==> src/rtl/mask_serializer.sv <==
// Serializes a request mask into one set bit per cycle, lowest index first,
// presented as a one-hot vector plus its binary index.
module mask_serializer #(
   parameter int unsigned WIDTH = 8,
   parameter int unsigned IDX_W = $clog2(WIDTH)
) (
   input  logic             clk,
   input  logic             rst_aL,
   input  logic             flush,
   input  logic             in_valid,
   output logic             in_ready,
   input  logic [WIDTH-1:0] in_mask,
   output logic             out_valid,
   input  logic             out_ready,
   output logic [WIDTH-1:0] out_onehot,
   output logic [IDX_W-1:0] out_idx,
   output logic             out_last,
   output logic             busy
);

   typedef enum logic {
      IDLE  = 1'b0,
      DRAIN = 1'b1
   } state_e;

   state_e           state_q, state_d;
   logic [WIDTH-1:0] rem_q, rem_d;
   logic [WIDTH-1:0] ext_c;
   logic [WIDTH-1:0] onehot_c;
   logic [IDX_W-1:0] idx_c;
   logic             accept_c;
   logic             pop_c;

   // Thermometer-extend the residual; the one-hot is the first rising step.
   always_comb begin
      logic seen;
      seen     = 1'b0;
      ext_c    = '0;
      onehot_c = '0;
      for (int i = 0; i < WIDTH; i++) begin
         onehot_c[i] = rem_q[i] & ~seen;
         seen        = seen | rem_q[i];
         ext_c[i]    = seen;
      end
   end

   always_comb begin
      idx_c = '0;
      for (int i = 0; i < WIDTH; i++) begin
         if (onehot_c[i]) begin
            idx_c = idx_c | IDX_W'(i);
         end
      end
   end

   // Outputs follow the residual directly so a stalled output stays put.
   always_comb begin
      out_valid  = (state_q == DRAIN);
      busy       = (state_q == DRAIN);
      out_onehot = onehot_c;
      out_idx    = idx_c;
      out_last   = out_valid & ((rem_q & ~onehot_c) == '0);
      in_ready   = (state_q == IDLE) | (out_valid & out_ready & out_last);
   end

   assign pop_c    = out_valid & out_ready;
   assign accept_c = in_valid & in_ready & ~flush;

   // Flush wins over both accept and pop; an accepted empty mask stays IDLE.
   always_comb begin
      rem_d   = rem_q;
      state_d = state_q;
      if (flush) begin
         rem_d   = '0;
         state_d = IDLE;
      end else begin
         if (pop_c) begin
            rem_d = rem_q & ~onehot_c;
         end
         if (accept_c) begin
            rem_d = in_mask;
         end
         state_d = (rem_d != '0) ? DRAIN : IDLE;
      end
   end

   always_ff @(posedge clk or negedge rst_aL) begin
      if (!rst_aL) begin
         state_q <= IDLE;
         rem_q   <= '0;
      end else begin
         state_q <= state_d;
         rem_q   <= rem_d;
      end
   end

   logic unused_ext;
   assign unused_ext = ^ext_c;

endmodule

==> config.mk <==
export PLATFORM = sky130hd
export DESIGN_NAME = mask_serializer
export DESIGN_NICKNAME = d
export VERILOG_FILES = /design/src/rtl/mask_serializer.sv
export SDC_FILE = /design/constraint.sdc
export NUM_CORES = 1
export LEC_CHECK = 0
export ABC_AREA = 1
export CAP_MARGIN = 20
export CELL_PAD_IN_SITES_DETAIL_PLACEMENT = 1
export CELL_PAD_IN_SITES_GLOBAL_PLACEMENT = 2
export CORE_MARGIN = 1.5
export CORE_UTILIZATION = 24
export DETAILED_ROUTE_END_ITERATION = 10
export PLACE_DENSITY = 0.94
export REMOVE_ABC_BUFFERS = 1
export SYNTH_ARGS = -nofsm -noshare
export SYNTH_HDL_FRONTEND = slang
export SYNTH_SLANG_ARGS = --single-unit
export TNS_END_PERCENT = 50
==> constraint.sdc <==
create_clock -name clk -period 4.6 [get_ports clk]
set_input_delay 1.15 -clock clk [delete_from_list [all_inputs] [get_ports clk]]
set_output_delay 1.15 -clock clk [all_outputs]
set_load 0.1 [all_outputs]
==> key figures <==
Timing
  • Clk_skew: 7.19 ps
  • Worst slew pin tran: 977 ps
  • Maximum clock frequency: 0.282 GHz
  • Final hold viol count: 0
  • Worst slew margin: 0.347
  • RSZ-0062 raised after global routing: false
  • Final setup viols: 0
  • Slew Limit Fails: 0
  • Min setup slack post-route: 1050 ps
  • Final min period: 3550 ps
  • Period utilization: 0.771

Placed design
  • Dpl ws: 1250 ps
  • IO Port Bufs: 27
  • Post-DP HPWL: 1550 um
  • RD Place Congestion: 0.775

Setup path
  • Crit. End Element: primary output
  • Critical path startpoint category: flip-flop
  • Critical path peak fanout: 7
  • Critical Path Max Stage Delay: 1170 ps
  • Crit-path cells: nor2_4 > nand4_4 > nor2_1 > clkdlybuf4s50_1
  • Kind of critical path: reg -> out
  • Crit path required time: 3450 ps
  • Critical path arrival: 2400 ps
  • Worst r2r src: rem_q[0]
  • Worst Setup SP: rem_q[0]
  • CP max stage cell: clkdlybuf4s50_1

Detailed routing
  • DRT iter0 DRCs: 13
  • Vias per cell: 4.47
  • Drt wl/cell: 10.5 um
  • Antenna Nets Post-Route: 0
  • Pre-Repair DR Iteration Count: 4
  • WL final: 1760 um
  • Vias: 747
  • DR DRC count: 0

Floorplan
  • Initial cell density of the core: 0.261
  • # rows: 19
  • Die width: 58.5 um
  • Boundary pin count: 28
  • Core area: 2830 um^2
  • Die H: 58.5 um
  • Die area: 3420 um^2

Synth
  • Avg Cell Area, Syn: 6.85 um^2
  • Synth Instances: 108
  • Post-synth top area share: 0.305
  • Sequential fraction of the synthesis area: 0.305
  • Cell taking the most area after synthesis: dfrtp_1
  • Yosys reg bits: 9
  • Synth Cell Area: 739 um^2
  • Top cells by area, synth: dfrtp_1 30%, nand2_1 15%, nor2_1 9.1%
  • Distinct cells, synth: 20
  • YS warnings: 0

Outcome
  • Status: complete, no violations

Clocking
  • Clock root buffer: clkbuf_4
  • Clk_lat worst skew: 260 ps
  • CTS resizes: 0
  • Hold-fix buffers, CTS: 0
  • Clock sink count: 9
  • H-tree depth: 1
  • Clk buf depth: 2
  • Setup Buffers After CTS: 0
  • CTS buffer count: 3
  • TritonCTS clock tree: built
  • Clock transition at the registers of the reported paths: 60 ps

Global routing
  • First-pass GRT wire length: 2980 um
  • GRT Util Overall: 0.113
  • GR Overflow Total: 0
  • Vias in the first global route: 692
  • Initial antenna violation count: 0
  • Pin count of the biggest net entering global routing: 11

Cells and area
  • Share of cells above drive strength 1: 0.169
  • Area Overhead vs Synth: 40.4%
  • Most common cell after layout, fill and taps aside: nand2_1
  • Fill cells: 372
  • NumNets Final: 150
  • ANT cells: 0
  • Commonest non-fill, non-tap cells in the layout: 30 x nand2_1, 20 x clkdlybuf4s50_1, 18 x nor2_1

Power and ir drop
  • Pwr Density: 390 nW/um^2
  • Worst vdd ir: 0.155 mV
  • Tot Pwr: 0.405 mW
  • Lkg Pwr: 0.523 nW

Job
  • Max-cap viol count: 0

Min path
  • Worst Hold Class: reg -> reg
  • Hold_sp: rem_q[3]
-- logic make-up after synthesis --
family	count (synthesis)	synth area share
compound gates	11	0.0744
flops	9	0.305
buf+inv	16	0.0930
simple gates	72	0.528
-- flip-flops by register name, indices dropped and copies added (netlist names) --
name	cells
rem_q	8
busy	1
-- power breakdown --
part	total [mW]	switching (mW)	leakage (nW)	internal, mW
combinational	0.253	0.192	0.386	0.0615
sequential	0.0935	0.00781	0.120	0.0857
clock	0.0585	0.0265	0.0177	0.0320
total	0.405	0.226	0.523	0.179
-- final cells by class --
class	count	area (um^2)	share of cell area
sequential	9	225	0.217
clock buffer	3	22.5	0.0217
timing repair buffer	27	253	0.243
multi-input combinational	83	445	0.429
tap	31	38.8	0.0373
clock inverter	1	5.00	0.00482
inverter	13	48.8	0.0470
-- final timing paths --
| kind | cells after the start | slack, ps | end |
|---|---|---|---|
| worst max-delay path | 4 | 1050 | out_onehot[5] |
| worst min-delay path | 4 | 660 | rem_q[3] |
| worst max register to register | 12 | 2730 | busy |
| worst min register to register | 4 | 660 | rem_q[3] |
| max in group asynchronous | 1 | 3140 | rem_q[6] |
| min in group asynchronous | 1 | 1180 | rem_q[0] |
-- worst max-delay path: cells and delay by family, from the launching register on --
family	cells	cell delay (ps)
DFF	1	460
and+or+nand+nor	3	510
buffers and inverters	1	1170
-- layer usage --
layer,wire length [um],up-vias,GRT usage,share of wire
met1,788,334,0.144,0.45
li1,-,392,-,-
met5,0,-,0,0
met2,867,21,0.191,0.49
met3,101,0,0.0198,0.057
met4,0,0,0.0399,0
-- metrics by stage --
stage / utilization / cells / setup TNS [ps] / hold slack, ps / cell area, um^2
2_1_floorplan: - / 105 / -528 / 598 / 719
3_3_place_gp: 0.357 / 163 / 0 / 649 / 1010
3_5_place_dp: 0.357 / 163 / 0 / 657 / 1010
4_1_cts: 0.367 / 167 / 0 / 669 / 1040
5_1_grt: 0.367 / 167 / 0 / 737 / 1040
6_report: 0.367 / 167 / 0 / 660 / 1040
-- cells in the mapped netlist --
cell / n
nand3b_1: 7
nor2_4: 2
o21ai_0: 8
nor2_8: 1
inv_1: 12
nand3_2: 2
nor2_1: 18
nor2_2: 2
and2_2: 1
nand4_4: 1
a21oi_1: 3
nand3_1: 2
clkbuf_2: 1
nand2_2: 1
nand2_4: 2
buf_4: 2
dfrtp_1: 9
nor3_1: 3
clkinv_1: 1
nand2_1: 30
No activity file was read; power rests on OpenSTA's default activity.
